File: src/rtl/alu_pkg.sv
// Shared definitions for the wide ALU sequencer and its ALU neighbour.
//   opcode_e      : ALU opcode encoding (4 bits, 0xD-0xF undefined)
//   seq_state_e   : sequencer FSM states
//   IDLE_OP       : opcode driven to the ALU when no slice is in flight
//   is_arith()    : opcode uses/produces a carry chain (ADD, SUB)
//   is_supported(): opcode can be sequenced slice by slice (0..8)
package alu_pkg;

    typedef enum logic [3:0] {
        OP_NOT  = 4'h0,
        OP_AND  = 4'h1,
        OP_OR   = 4'h2,
        OP_XOR  = 4'h3,
        OP_ADD  = 4'h4,
        OP_SUB  = 4'h5,
        OP_NAND = 4'h6,
        OP_NOR  = 4'h7,
        OP_XNOR = 4'h8,
        OP_RSH  = 4'h9,
        OP_LSH  = 4'hA,
        OP_RRO  = 4'hB,
        OP_LRO  = 4'hC
    } opcode_e;

    typedef enum logic [1:0] {
        ST_IDLE,
        ST_RUN,
        ST_DONE
    } seq_state_e;

    localparam logic [3:0] IDLE_OP = 4'hF;

    function automatic logic is_arith(input logic [3:0] op);
        return (op == OP_ADD) || (op == OP_SUB);
    endfunction

    // Shifts/rotates move bits across slice boundaries, so they cannot be
    // split into independent slices; only bitwise ops and the carry ops can.
    function automatic logic is_supported(input logic [3:0] op);
        return op <= OP_XNOR;
    endfunction

endpackage

File: src/rtl/alu_wide_seq_if.sv
// Bundle of the sequencer's request, response and ALU-side signals.
//   slave  : the sequencer (accepts requests, drives the ALU, returns results)
//   master : the parent (issues requests, hosts the ALU, consumes results)
interface alu_wide_seq_if #(
    parameter int REG_WIDTH  = 8,
    parameter int NUM_SLICES = 4
);
    localparam int W = REG_WIDTH * NUM_SLICES;

    logic                 req_valid_i;
    logic                 req_ready_o;
    logic [3:0]           req_instr_i;
    logic [W-1:0]         req_a_i;
    logic [W-1:0]         req_b_i;
    logic                 req_cin_i;

    logic [3:0]           alu_instr_o;
    logic [REG_WIDTH-1:0] alu_a_o;
    logic [REG_WIDTH-1:0] alu_b_o;
    logic                 alu_cin_o;
    logic [REG_WIDTH-1:0] alu_acc_i;
    logic                 alu_cout_i;

    logic                 rsp_valid_o;
    logic                 rsp_ready_i;
    logic [W-1:0]         rsp_result_o;
    logic                 rsp_cout_o;
    logic                 rsp_err_o;

    modport slave (
        input  req_valid_i, req_instr_i, req_a_i, req_b_i, req_cin_i,
        output req_ready_o,
        output alu_instr_o, alu_a_o, alu_b_o, alu_cin_o,
        input  alu_acc_i, alu_cout_i,
        output rsp_valid_o, rsp_result_o, rsp_cout_o, rsp_err_o,
        input  rsp_ready_i
    );

    modport master (
        output req_valid_i, req_instr_i, req_a_i, req_b_i, req_cin_i,
        input  req_ready_o,
        input  alu_instr_o, alu_a_o, alu_b_o, alu_cin_o,
        output alu_acc_i, alu_cout_i,
        input  rsp_valid_o, rsp_result_o, rsp_cout_o, rsp_err_o,
        output rsp_ready_i
    );
endinterface

File: src/rtl/alu_wide_seq.sv
// Multi-precision sequencer: takes one NUM_SLICES*REG_WIDTH request, feeds
// it to an external combinational ALU one slice per cycle (LSB slice first,
// carry chained through a register) and returns the assembled result.
// Ports:
//   clk   : clock, all state on rising edge
//   reset : synchronous active-high reset
//   bus   : alu_wide_seq_if.slave (request, ALU, response channels)
module alu_wide_seq
    import alu_pkg::*;
#(
    parameter int REG_WIDTH  = 8,
    parameter int NUM_SLICES = 4
) (
    input  logic           clk,
    input  logic           reset,
    alu_wide_seq_if.slave  bus
);
    localparam int W  = REG_WIDTH * NUM_SLICES;
    localparam int SW = (NUM_SLICES > 1) ? $clog2(NUM_SLICES) : 1;
    localparam logic [SW-1:0] LAST = SW'(NUM_SLICES - 1);

    seq_state_e    state_q;
    logic [SW-1:0] idx_q;
    logic [3:0]    op_q;
    logic [W-1:0]  a_q, b_q, result_q;
    logic          carry_q;
    logic          err_q;
    logic          run;

    always_ff @(posedge clk) begin
        if (reset) begin
            state_q  <= ST_IDLE;
            idx_q    <= '0;
            op_q     <= IDLE_OP;
            a_q      <= '0;
            b_q      <= '0;
            result_q <= '0;
            carry_q  <= 1'b0;
            err_q    <= 1'b0;
        end else begin
            case (state_q)
                ST_IDLE: begin
                    if (bus.req_valid_i) begin
                        op_q     <= bus.req_instr_i;
                        a_q      <= bus.req_a_i;
                        b_q      <= bus.req_b_i;
                        idx_q    <= '0;
                        result_q <= '0;
                        // carry_q doubles as slice-0 carry-in and, in DONE,
                        // as the final carry-out; forced 0 for non-carry ops.
                        carry_q  <= is_arith(bus.req_instr_i) & bus.req_cin_i;
                        if (is_supported(bus.req_instr_i)) begin
                            err_q   <= 1'b0;
                            state_q <= ST_RUN;
                        end else begin
                            err_q   <= 1'b1;
                            state_q <= ST_DONE;
                        end
                    end
                end
                ST_RUN: begin
                    result_q[int'(idx_q)*REG_WIDTH +: REG_WIDTH] <= bus.alu_acc_i;
                    carry_q <= is_arith(op_q) & bus.alu_cout_i;
                    if (idx_q == LAST) state_q <= ST_DONE;
                    else               idx_q   <= idx_q + SW'(1);
                end
                ST_DONE: begin
                    if (bus.rsp_ready_i) begin
                        state_q <= ST_IDLE;
                        err_q   <= 1'b0;
                    end
                end
                default: state_q <= ST_IDLE;
            endcase
        end
    end

    assign run = (state_q == ST_RUN);

    assign bus.req_ready_o  = (state_q == ST_IDLE);
    assign bus.alu_instr_o  = run ? op_q : IDLE_OP;
    assign bus.alu_a_o      = run ? a_q[int'(idx_q)*REG_WIDTH +: REG_WIDTH] : '0;
    assign bus.alu_b_o      = run ? b_q[int'(idx_q)*REG_WIDTH +: REG_WIDTH] : '0;
    assign bus.alu_cin_o    = run & carry_q;

    assign bus.rsp_valid_o  = (state_q == ST_DONE);
    assign bus.rsp_result_o = result_q;
    assign bus.rsp_cout_o   = (state_q == ST_DONE) & carry_q;
    assign bus.rsp_err_o    = err_q;

endmodule

File: src/flat_wrapper.sv
// flat-port wrapper written by rule: the top's interface ports become plain ports
module alu_wide_seq_flat import alu_pkg::*;
#(
    parameter int REG_WIDTH  = 8,
    parameter int NUM_SLICES = 4
)
  (clk, reset, bus_req_valid_i, bus_req_instr_i, bus_req_a_i, bus_req_b_i, bus_req_cin_i, bus_req_ready_o, bus_alu_instr_o, bus_alu_a_o, bus_alu_b_o, bus_alu_cin_o, bus_alu_acc_i, bus_alu_cout_i, bus_rsp_valid_o, bus_rsp_result_o, bus_rsp_cout_o, bus_rsp_err_o, bus_rsp_ready_i);
  alu_wide_seq_if #(.REG_WIDTH(REG_WIDTH), .NUM_SLICES(NUM_SLICES)) bus_i ();
  input  logic clk;
  input  logic reset;
  input wire logic [$bits(bus_i.req_valid_i)-1:0] bus_req_valid_i;
  input wire logic [$bits(bus_i.req_instr_i)-1:0] bus_req_instr_i;
  input wire logic [$bits(bus_i.req_a_i)-1:0] bus_req_a_i;
  input wire logic [$bits(bus_i.req_b_i)-1:0] bus_req_b_i;
  input wire logic [$bits(bus_i.req_cin_i)-1:0] bus_req_cin_i;
  output wire logic [$bits(bus_i.req_ready_o)-1:0] bus_req_ready_o;
  output wire logic [$bits(bus_i.alu_instr_o)-1:0] bus_alu_instr_o;
  output wire logic [$bits(bus_i.alu_a_o)-1:0] bus_alu_a_o;
  output wire logic [$bits(bus_i.alu_b_o)-1:0] bus_alu_b_o;
  output wire logic [$bits(bus_i.alu_cin_o)-1:0] bus_alu_cin_o;
  input wire logic [$bits(bus_i.alu_acc_i)-1:0] bus_alu_acc_i;
  input wire logic [$bits(bus_i.alu_cout_i)-1:0] bus_alu_cout_i;
  output wire logic [$bits(bus_i.rsp_valid_o)-1:0] bus_rsp_valid_o;
  output wire logic [$bits(bus_i.rsp_result_o)-1:0] bus_rsp_result_o;
  output wire logic [$bits(bus_i.rsp_cout_o)-1:0] bus_rsp_cout_o;
  output wire logic [$bits(bus_i.rsp_err_o)-1:0] bus_rsp_err_o;
  input wire logic [$bits(bus_i.rsp_ready_i)-1:0] bus_rsp_ready_i;
  assign bus_i.req_valid_i = bus_req_valid_i;
  assign bus_i.req_instr_i = bus_req_instr_i;
  assign bus_i.req_a_i = bus_req_a_i;
  assign bus_i.req_b_i = bus_req_b_i;
  assign bus_i.req_cin_i = bus_req_cin_i;
  assign bus_req_ready_o = bus_i.req_ready_o;
  assign bus_alu_instr_o = bus_i.alu_instr_o;
  assign bus_alu_a_o = bus_i.alu_a_o;
  assign bus_alu_b_o = bus_i.alu_b_o;
  assign bus_alu_cin_o = bus_i.alu_cin_o;
  assign bus_i.alu_acc_i = bus_alu_acc_i;
  assign bus_i.alu_cout_i = bus_alu_cout_i;
  assign bus_rsp_valid_o = bus_i.rsp_valid_o;
  assign bus_rsp_result_o = bus_i.rsp_result_o;
  assign bus_rsp_cout_o = bus_i.rsp_cout_o;
  assign bus_rsp_err_o = bus_i.rsp_err_o;
  assign bus_i.rsp_ready_i = bus_rsp_ready_i;
  alu_wide_seq #(.REG_WIDTH(REG_WIDTH), .NUM_SLICES(NUM_SLICES)) u_core (.clk(clk), .reset(reset), .bus(bus_i));
endmodule
File: config.mk
export PLATFORM = sky130hd
export DESIGN_NAME = alu_wide_seq_flat
export DESIGN_NICKNAME = d
export VERILOG_FILES = /design/src/rtl/alu_pkg.sv /design/src/rtl/alu_wide_seq_if.sv /design/src/rtl/alu_wide_seq.sv /design/src/flat_wrapper.sv
export SDC_FILE = /design/constraint.sdc
export NUM_CORES = 1
export LEC_CHECK = 0
export CAP_MARGIN = 20
export CELL_PAD_IN_SITES_DETAIL_PLACEMENT = 0
export CELL_PAD_IN_SITES_GLOBAL_PLACEMENT = 1
export CORE_MARGIN = 1.5
export CORE_UTILIZATION = 37
export DETAILED_ROUTE_END_ITERATION = 6
export PLACE_DENSITY = 0.81
export SETUP_SLACK_MARGIN = 0.5
export SLEW_MARGIN = 20
export SYNTH_ARGS = -nofsm -noshare
export SYNTH_HDL_FRONTEND = slang
export SYNTH_SLANG_ARGS = --single-unit
export TNS_END_PERCENT = 100
File: constraint.sdc
create_clock -name clk -period 3.66 [get_ports clk]
set_input_delay 1.098 -clock clk [delete_from_list [all_inputs] [get_ports clk]]
set_output_delay 1.098 -clock clk [all_outputs]
set_load 0.005 [all_outputs]
**Yosys cells after proc, flatten, opt, wreduce, memory -nomap -nowiden**

Index checks and enable logic that the tools add are counted.

- Bits in registers: 106
- Input bits: 82
- Output and inout bits: 57

- Add/sub/neg operators: 2
- Order comparisons: 1
- Equality and inequality tests: 11
- Shift operators: 4
- Mux-type cells: 20
- Bitwise operators: 4
- Reduce and logical (&&, ||, !) cells: 10

Operator list:

| operator | number |
|---|---|
| 32-bit one-hot mux with 2 select lines | 1 |
| 32-bit by 6-bit variable part select with 8-bit output | 2 |
| 5-bit negator with 33-bit output | 1 |
| 8-bit by 33-bit variable shift with 32-bit output (first input constant) | 1 |
| 8-bit by 33-bit variable part select with 32-bit output | 1 |
| 32-bit bitwise mux | 1 |
| 32-bit two-way mux | 1 |
| 4-bit by 3-bit equality test with 1-bit output (second input constant) | 4 |
| 8-bit two-way mux | 2 |
| 2-bit two-way mux | 6 |
| 3-bit AND reduction | 3 |
| 2-bit != test (second input constant) | 3 |
| 2-bit one-hot mux with 3 select lines | 1 |
| 1-bit bitwise AND | 4 |
| 2-bit equality test (second input constant) | 2 |
| 4-bit <= comparator (second input constant) | 1 |
| 1-bit two-way mux | 4 |
| 4-bit two-way mux | 1 |
| 1-bit one-hot mux with 2 select lines | 2 |
| 2-bit one-hot mux with 2 select lines | 1 |
| 2-bit AND reduction | 2 |
| 2-bit nonzero test | 2 |
| 2-bit by 1-bit adder with 2-bit output (second input constant) | 1 |
| 2-bit by 1-bit equality test with 1-bit output (second input constant) | 1 |
| 3 further kinds | 4 |

**Longest topological paths before layout**

Gate-level depths: netlist of run 1.

- Depth after elaboration: 5
- Mapped depth: 8

**Worst setup path after synthesis of run 1**

No wires, ideal clock.

- Path kind: flip-flop to output port
- From: register u_core.idx_q[1]
- To: output bus_alu_a_o[0]
- Arrival: 1508 ps
- Data required time: 2562 ps
- Slack: 1054 ps
- Cell stages (with the launch flop): 5
- Path through: dfxtp_1 -> clkbuf_1 -> clkbuf_1 -> mux4_2 -> and2_1

- Longest elaborated chain between the ends: 2

Ends and longest elaborated chain:

| item | RTL line | source |
|---|---|---|
| from (decl) | alu_wide_seq.sv:23 | `logic [SW-1:0] idx_q;` |
| from (signal assigned) | alu_wide_seq.sv:65 | `else idx_q <= idx_q + SW'(1);` |
| 32-bit by 6-bit variable part select with 8-bit output | alu_wide_seq.sv:82 | `assign bus.alu_a_o = run ? a_q[int'(idx_q)*REG_WIDTH +: REG_WIDTH] : '0;` |
| 8-bit two-way mux | alu_wide_seq.sv:82 |  |
| to (decl) | flat_wrapper.sv:18 | `output wire logic [$bits(bus_i.alu_a_o)-1:0] bus_alu_a_o;` |

No other way between the ends.

**Worst setup path after layout of run 1**

- From: register u_core.idx_q[0]
- To: output bus_alu_b_o[3]

- Longest elaborated chain between the ends: 2

Ends and longest elaborated chain:

| item | RTL line | source |
|---|---|---|
| 32-bit by 6-bit variable part select with 8-bit output | alu_wide_seq.sv:83 | `assign bus.alu_b_o = run ? b_q[int'(idx_q)*REG_WIDTH +: REG_WIDTH] : '0;` |
| 8-bit two-way mux | alu_wide_seq.sv:83 |  |
| to (decl) | flat_wrapper.sv:19 | `output wire logic [$bits(bus_i.alu_b_o)-1:0] bus_alu_b_o;` |

No other way between the ends.

==> summary.txt, run 1 <==
Detailed routing
  • Post-route ant nets: 0
  • Drt drc: 0
  • Routed wire length: 11900 um
  • Initial drt markers: 185
  • Vias per inst: 5.08
  • Via count: 3877
  • Pre-antenna DRT Iters: 4
  • Drt wl/cell: 15.7 um

Clocking
  • Clock sink count: 106
  • Longest Clk Path Bufs: 2
  • # hold bufs at CTS: 0
  • Root buffer cell: clkbuf_16
  • CTS Buf Count: 9
  • H-tree levels: 3
  • Clk_lat worst skew: 0.34 ns
  • CTS tree: done
  • Clock-pin slew on the worst setup and hold paths: 0.08 ns

STA
  • Maximum clock frequency: 0.321 GHz
  • Final setup violation count: 0
  • Post-route setup slack: 0.543 ns
  • Slew @ Worst Pin: 0.734 ns
  • Period utilisation layout: 85.2%
  • Slew margin rel.: 51.1%
  • Setup Skew: 0.00550 ns
  • Tmin final: 3.12 ns
  • Final setup TNS: 0 ns
  • RSZ-0062 raised after global routing: true
  • Final Max Tran Viols: 0
  • Final Hold Vio Count: 0

Logic synthesis
  • Post-synth top flop: dfxtp_1
  • Asr flop ratio synth: 0%
  • Synth area leader: dfxtp_1
  • Most frequent cell after synthesis: nand2_1
  • YS warnings: 0
  • Sequential cell area fraction in the yosys report: 47.5%
  • Area contributors post-synth: dfxtp_1, nand2_1, mux4_2
  • Number of synthesized register bits: 106
  • Post-synth EDFFs: 0
  • Post-Syn Area per Cell: 9.20 um^2
  • Most frequent cells after synthesis: nand2_1, dfxtp_1, a21oi_1
  • Number of library cell types mapped by synthesis: 42
  • Mapped Area: 4460 um^2
  • Net count after synthesis: 573
  • Mapped Cells: 485
  • Top cell type's share of synthesized area: 47.5%

Layout
  • Final net count: 703
  • Fraction of layout cells with a size suffix above 1: 10.6%
  • Diode count: 0
  • Layout fillers: 1086
  • Area Overhead vs Synth: 42.0%

Floorplan
  • Core area: 11600 um^2
  • Row count: 39
  • Ports: 139
  • Chip height: 113 um
  • Die X: 113 um
  • Starting Density: 38.4%
  • Full die area: 12700 um^2

Worst setup path
  • Largest stage delay on the critical path: 0.49 ns
  • Path type of the worst setup path: register to output pin
  • CP startpoint kind: register
  • Crit. End Element: output pin
  • Worst r2r path cells: 7
  • Beginning of the critical path: u_core.idx_q[0]
  • Slowest-stage cell, CP: mux4_2
  • RR Startpoint: u_core.idx_q[0]
  • Required time of the critical path: 2.56 ns
  • Crit path cell chain: buf_4 > mux4_2 > and2_1 > clkdlybuf4s50_1
  • Max FO, Critical Path: 5
  • Worst Path Arrival: 2.02 ns

Placed design
  • GPL Wtd Cong: 0.748
  • Post-detail-place hpwl: 8320 um
  • IO Port Bufs: 138
  • Pre-CTS WS: 0.576 ns

GRT
  • Largest net degree at the start of global routing: 74
  • Grt met3 use: 4.45%
  • Most Used Layer, Global Route: met2
  • Gr ovfl total: 0
  • Initial antenna violation count: 0
  • Met2 GRT Util: 30.7%
  • Global Route Usage Sum: 19.0%
  • First-pass GRT wire length: 19300 um
  • Met1 Use GR: 25.3%
  • Vias in the first global route: 3795

Power and ir drop
  • Peak VDD IR: 0.218 mV
  • Power density over the cells: 416 nW/um^2
  • Leakage power: 2.37 nW
  • Final Power: 2.64 mW

Min path
  • Worst hold stages: 2
  • Min-delay worst type: register to register
  • Hold Crit Start: u_core.b_q[16]

Outcome
  • Status: completed

Run
  • Number of max-cap violations: 0
[cell type report]
class | instances | area [um^2] | area share (%)
inverter | 15 | 56.3 | 0.888
sequential | 106 | 2130 | 33.6
tap | 143 | 179 | 2.82
clock inverter | 7 | 72.6 | 1.15
timing repair buffer | 153 | 1540 | 24.3
multi-input combinational | 330 | 2140 | 33.7
clock buffer | 9 | 225 | 3.55
[placed cells by master (no fill, tap or decap), types with 2 or more instances in the layout]
cell	synthesis	final
buf_6	3	2
mux4_2	16	16
and2_1	16	16
clkdlybuf4s50_1	0	135
inv_8	0	2
ha_1	6	6
nand3b_1	2	2
a22o_1	24	24
buf_12	0	3
a21oi_1	69	69
a21oi_2	2	2
clkinv_4	0	2
nand3_1	4	4
dlymetal6s2s_1	0	2
clkbuf_16	0	9
nand2b_1	5	5
inv_1	15	15
nor4_4	2	2
buf_4	1	10
dfxtp_1	106	104
mux2_2	4	4
nand2_1	139	139
nor2b_1	10	9
o2bb2ai_1	7	7
nor2_1	3	3
[per-stage QoR]
stage	utilization (%)	instances	hold slack, ns	cell area [um^2]
2_1_floorplan	-	485	0.432	4460
3_3_place_gp	51.2	741	0.440	5950
3_5_place_dp	51.2	741	0.444	5950
4_1_cts	54.3	760	0.454	6310
5_1_grt	54.6	763	0.467	6340
6_report	54.6	763	0.452	6340
[worst max-delay path: cells and delay by family (launching register included)]
kind	cells	cell delay, ns
simple gates	1	0.20
buf+inv	2	0.58
mux	1	0.49
flops	1	0.41
[logic make-up after synthesis]
group           count (synthesis)  share of synthesized area, %
simple gates                  190                          20.2
compound gates                114                          16.7
flops                         106                          47.5
buf+inv                        49                          4.85
mux                            20                          9.08
fa+ha+maj                       6                          1.68
[where the power goes]
part           total [mW]  leakage [nW]  switching, mW  internal, mW
clock               0.956         0.143          0.474         0.483
sequential           1.25         0.867         0.0382          1.22
combinational       0.427          1.36          0.202         0.224
[final timing paths]
check                                     to  slack (ns)
hold reg to reg               u_core.b_q[16]        0.45
hold / removal                u_core.b_q[16]        0.45
setup reg to reg  u_core.bus.rsp_result_o[3]        1.44
setup / recovery              bus_alu_b_o[3]        0.54
[layer usage]
layer | wire length (um) | share of wire (%) | vias up
li1 | - | - | 1920
met2 | 5710 | 48 | 103
met1 | 5400 | 45 | 1840
met4 | 202 | 1.7 | 0
met3 | 635 | 5.3 | 14
met5 | 0 | 0 | -
[sequential cells by signal, indices dropped and copies added (netlist names)]
name / count
u_core.bus.rsp_err_o: 1
u_core.a_q: 32
u_core.carry_q: 1
u_core.b_q: 32
u_core.bus.rsp_result_o: 32
u_core.idx_q: 2
u_core.op_q: 4
u_core.state_q: 2
[timing repair]
action                                  4_1_cts  5_1_grt
resized for setup                             4        3
endpoints found under the setup margin       16       10
pin swaps                                     0        0
buffers inserted                              3        3
No activity file was read; power rests on OpenSTA's default activity.
==> run 2, diff against run 1 <==
- ABC_CLOCK_PERIOD_IN_PS: default -> 3660
- CELL_PAD_IN_SITES_DETAIL_PLACEMENT: 0 -> 1
==> summary.txt, run 2 (synthesis gave the netlist of run 1 again) <==
Floorplan
  • Die X: 113 um
  • Chip height: 113 um
  • Core area: 11600 um^2
  • Row count: 39
  • Full die area: 12700 um^2
  • Starting Density: 38.4%
  • Ports: 139

STA
  • Final Hold Vio Count: 0
  • Tmin final: 3.10 ns
  • Period utilisation layout: 84.7%
  • Slew @ Worst Pin: 0.724 ns
  • Maximum clock frequency: 0.323 GHz
  • Slew margin rel.: 51.7%
  • Final setup TNS: 0 ns
  • RSZ-0062 raised after global routing: true
  • Hold WS: 0.460 ns
  • Final setup violation count: 0
  • Post-route setup slack: 0.561 ns
  • Final Max Tran Viols: 0
  • Setup Skew: 0.00935 ns

Placed design
  • Post-detail-place hpwl: 9370 um
  • Cell Area, Placed: 5950 um^2
  • GPL Wtd Cong: 0.748
  • IO Port Bufs: 138
  • Pre-CTS WS: 0.566 ns

Detailed routing
  • Routed wire length: 13300 um
  • Post-route ant nets: 0
  • Drt wl/cell: 17.4 um
  • Drt drc: 0
  • Initial drt markers: 189
  • Vias per inst: 5.21
  • Via count: 3980
  • Pre-antenna DRT Iters: 4

Layout
  • Area Overhead vs Synth: 42.5%
  • Layout fillers: 1332
  • Final net count: 704
  • Multi-input logic area: 2140 um^2
  • Fraction of layout cells with a size suffix above 1: 11.0%
  • Fin area: 6360 um^2
  • Storage cell area: 2130 um^2
  • Most common cell after layout, fill and taps aside: nand2_1
  • Diode count: 0
  • Most frequent cells in the layout: nand2_1, clkdlybuf4s50_1, dfxtp_1, a21oi_1, a22o_1

GRT
  • Gr ovfl total: 0
  • Largest net degree at the start of global routing: 74
  • First-pass GRT wire length: 21300 um
  • Vias in the first global route: 4105
  • Initial antenna violation count: 0
  • Global Route Usage Sum: 21.3%

Clocking
  • Clock sink count: 106
  • CTS tree: done
  • Longest Clk Path Bufs: 2
  • H-tree levels: 3
  • CTS Buf Count: 9
  • Root buffer cell: clkbuf_16
  • Clock-pin slew on the worst setup and hold paths: 0.08 ns
  • Clk_lat worst skew: 0.35 ns

Worst setup path
  • Max FO, Critical Path: 6
  • Slowest-stage cell, CP: mux4_2
  • RR Startpoint: u_core.idx_q[0]
  • Worst Path Arrival: 2.00 ns
  • CP startpoint kind: register
  • Required time of the critical path: 2.56 ns
  • Worst r2r path cells: 7
  • Crit. End Element: output pin
  • Largest stage delay on the critical path: 0.49 ns
  • Reg2Reg Setup Slack: 1.44 ns
  • RR Endpoint: u_core.bus.rsp_result_o[7]
  • Top cell family by delay on the critical path: buffers and inverters
  • Crit path cell chain: buf_12 > mux4_2 > and2_1 > clkdlybuf4s50_1
  • Path type of the worst setup path: register to output pin
  • Worst path bufs/invs: 2

Min path
  • Min-delay worst type: register to register
  • Hold Crit Start: u_core.b_q[23]
  • Hold Path Sink: u_core.b_q[23]
  • Worst hold stages: 2

Power and ir drop
  • Final Power: 2.70 mW
  • Leakage power: 2.42 nW
  • Power density over the cells: 424 nW/um^2
  • Peak VDD IR: 0.271 mV

Run
  • Number of max-cap violations: 0

Outcome
  • Status: completed
-- run 2: layer usage --
metal  vias up  global-route usage (%)  share of wire, %
met5         -                       0                 0
met4         0                    4.89              0.98
met3        10                    5.30               5.3
met2        96                    38.4                51
met1      1948                    25.6                42
li1       1926                       -                 -
-- run 2: worst reg2reg max path, stage by stage, from the launching register on --
cell	delay (ns)
dfxtp_4	0.42
buf_4	0.14
buf_4	0.17
inv_1	0.14
ha_1	0.26
mux2_2	0.27
a21oi_1	0.56
a22o_1	0.23
-- run 2: layout make-up --
class	instances	area share [%]
Multi-Input combinational cell	330	33.6
Sequential cell	106	33.5
Timing Repair Buffer	154	24.3
Clock buffer	9	3.54
Tap cell	143	2.81
Clock inverter	7	1.34
Inverter	15	0.885
-- run 2: worst max-delay path by stage --
stage                    start        endpoint  slack, ns  depth (start not counted)
2_1_floorplan  u_core.idx_q[1]  bus_alu_a_o[0]       1.05                          4
3_3_place_gp   u_core.idx_q[0]  bus_alu_b_o[3]       0.58                          3
3_5_place_dp   u_core.idx_q[0]  bus_alu_a_o[4]       0.57                          3
4_1_cts        u_core.idx_q[0]  bus_alu_a_o[3]       0.53                          4
5_1_grt        u_core.idx_q[0]  bus_alu_a_o[7]       0.48                          4
6_report       u_core.idx_q[0]  bus_alu_b_o[0]       0.56                          4
-- run 2: metrics by stage --
| stage | utilization, % | cells |
|---|---|---|
| after global routing | 54.8 | 764 |
| after floorplan | - | 485 |
| final | 54.8 | 764 |
| after CTS | 54.5 | 762 |
| after global placement | 51.2 | 741 |
| after detailed placement | 51.2 | 741 |
-- run 2: repair_timing --
action,in CTS,in global routing
gates resized for setup,4,5
setup buffers,5,2
cloned,0,0
hold buffers,0,0
endpoints found under the setup margin,16,8
-- run 2: power breakdown --
part / internal, mW / switching [mW]
sequential: 1.22 / 0.0400
combinational: 0.225 / 0.208
clock: 0.546 / 0.462
total: 1.99 / 0.711
==> run 3, diff against run 2 <==
- ABC_CLOCK_PERIOD_IN_PS: 3660 -> 3100
- CORE_UTILIZATION: 37 -> 34
- PLACE_DENSITY: 0.81 -> 0.75
- clock period: 3.66 -> 3.1 ns (I/O delays scaled with it)
==> summary.txt, run 3 (synthesis gave the netlist of run 1 again) <==
Floorplan
  • Die X: 118 um
  • Ports: 139
  • Starting Density: 35.1%
  • Core area: 12700 um^2
  • Full die area: 13800 um^2
  • Row count: 41
  • Chip height: 118 um

Worst setup path
  • Reg2Reg Setup Slack: 0.82 ns
  • Crit. End Element: output pin
  • Required time of the critical path: 2.17 ns
  • RR Startpoint: u_core.idx_q[0]
  • Path type of the worst setup path: register to output pin
  • Worst Path Arrival: 1.77 ns
  • Max FO, Critical Path: 5
  • RR Endpoint: u_core.bus.rsp_result_o[30]
  • Worst r2r path cells: 8
  • CP startpoint kind: register
  • Beginning of the critical path: u_core.idx_q[0]

GRT
  • Met1 Use GR: 24.4%
  • First-pass GRT wire length: 22100 um
  • Global Route Usage Sum: 19.6%
  • Gr ovfl total: 0
  • Initial antenna violation count: 0
  • Most Used Layer, Global Route: met2
  • Grt met3 use: 3.10%
  • Met2 GRT Util: 35.1%
  • Largest net degree at the start of global routing: 56
  • Vias in the first global route: 4304

Clocking
  • Root buffer cell: clkbuf_16
  • CTS tree: done
  • Longest Clk Path Bufs: 2
  • Clock-pin slew on the worst setup and hold paths: 0.08 ns
  • Clk_lat worst skew: 0.34 ns
  • CTS Buf Count: 9
  • # hold bufs at CTS: 0
  • Clock sink count: 106
  • H-tree levels: 3

Detailed routing
  • Initial drt markers: 246
  • Routed wire length: 13300 um
  • Drt drc: 0
  • Drt wl/cell: 16.4 um
  • Vias per inst: 4.95
  • Via count: 3997
  • Post-route ant nets: 0
  • Pre-antenna DRT Iters: 4

Layout
  • Diode count: 0
  • Finished Core Util: 52.1%
  • Fin area: 6630 um^2
  • Most common cell after layout, fill and taps aside: nand2_1
  • Storage cell area: 2130 um^2
  • Multi-input logic area: 2180 um^2
  • Layout fillers: 1482
  • Area Overhead vs Synth: 48.6%
  • Most frequent cells in the layout: nand2_1, clkdlybuf4s50_1, dfxtp_1, a21oi_1, a22o_1
  • Final net count: 719
  • Fraction of layout cells with a size suffix above 1: 18.4%

STA
  • Tmin final: 2.70 ns
  • Hold WS: 0.455 ns
  • RSZ-0062 raised after global routing: true
  • Final Hold Vio Count: 0
  • Final setup TNS: 0 ns
  • Final Max Tran Viols: 0
  • Maximum clock frequency: 0.370 GHz
  • Period utilisation layout: 87.1%
  • Slew margin rel.: 65.9%
  • Final setup violation count: 0
  • Slew @ Worst Pin: 0.508 ns
  • Post-route setup slack: 0.400 ns
  • Setup Skew: 0.00714 ns

Placed design
  • IO Port Bufs: 138
  • Cell Area, Placed: 6040 um^2
  • GPL Wtd Cong: 0.759
  • Pre-CTS WS: 0.351 ns
  • Post-detail-place hpwl: 9330 um

Outcome
  • Status: completed

Power and ir drop
  • Power density over the cells: 478 nW/um^2
  • Leakage power: 2.50 nW
  • Peak VDD IR: 0.242 mV

Min path
  • Hold Crit Start: u_core.b_q[26]
  • Worst hold stages: 2
  • Hold Path Sink: u_core.b_q[26]
  • Min-delay worst type: register to register

Run
  • Number of max-cap violations: 0
## run 3: cell count changes in the layout (fill, tap and decap cells not counted), moves of 2 or more
cell,change
clkinv_4,+2
and2_1,-16
and2_4,+16
buf_6,+22
dlymetal6s2s_1,-4
buf_12,+2
buf_8,+3
buf_4,+3
clkdlybuf4s50_1,-12
## run 3: timing repair
| action | in CTS | in global routing |
|---|---|---|
| setup endpoints to repair | 22 | 22 |
| buffers inserted | 13 | 2 |
| pin swaps | 4 | 0 |
| gates cloned | 1 | 0 |
| endpoints found under the hold margin | 0 | 0 |
| gates resized for setup | 113 | 10 |
## run 3: final cells by class
| class | count | share of cell area [%] |
|---|---|---|
| well taps | 172 | 3.24 |
| clock buffers | 9 | 3.39 |
| repair buffers | 169 | 26.5 |
| flip-flops and latches | 106 | 32.1 |
| multi-input cells | 330 | 32.9 |
| clock inverters | 7 | 0.924 |
| inverters | 15 | 0.905 |
## run 3: how the worst max path moves through the flow
stage / end / slack [ns] / depth (start not counted)
after floorplan: bus_alu_a_o[0] / 0.66 / 4
after global placement: u_core.a_q[4] / 0.40 / 5
after detailed placement: u_core.b_q[10] / 0.35 / 5
after CTS: bus_alu_b_o[7] / 0.40 / 5
after global routing: bus_alu_b_o[7] / 0.35 / 5
final: bus_alu_a_o[7] / 0.40 / 5
## run 3: power by group
part / internal (mW) / switching (mW)
logic: 0.312 / 0.266
registers: 1.44 / 0.0460
clock network: 0.560 / 0.552
## run 3: worst max-delay path: stages, from the launching register on
cell and delay, ns:
dfxtp_4 0.41, buf_12 0.13, buf_6 0.10, mux4_2 0.51, and2_4 0.17, buf_6 0.11
## run 3: routing by layer
metal | wire, um | vias up | part of all wire [%]
li1 | - | 1950 | -
met1 | 5920 | 1934 | 45
met2 | 6730 | 100 | 51
met3 | 448 | 13 | 3.4
met4 | 175 | 0 | 1.3
met5 | 0 | - | 0
## run 3: stage by stage
step	power, mW	std cells
6_report	3.17	808
5_1_grt	3.31	808
4_1_cts	3.19	806
3_5_place_dp	2.03	776
3_3_place_gp	2.00	776
2_1_floorplan	1.78	485
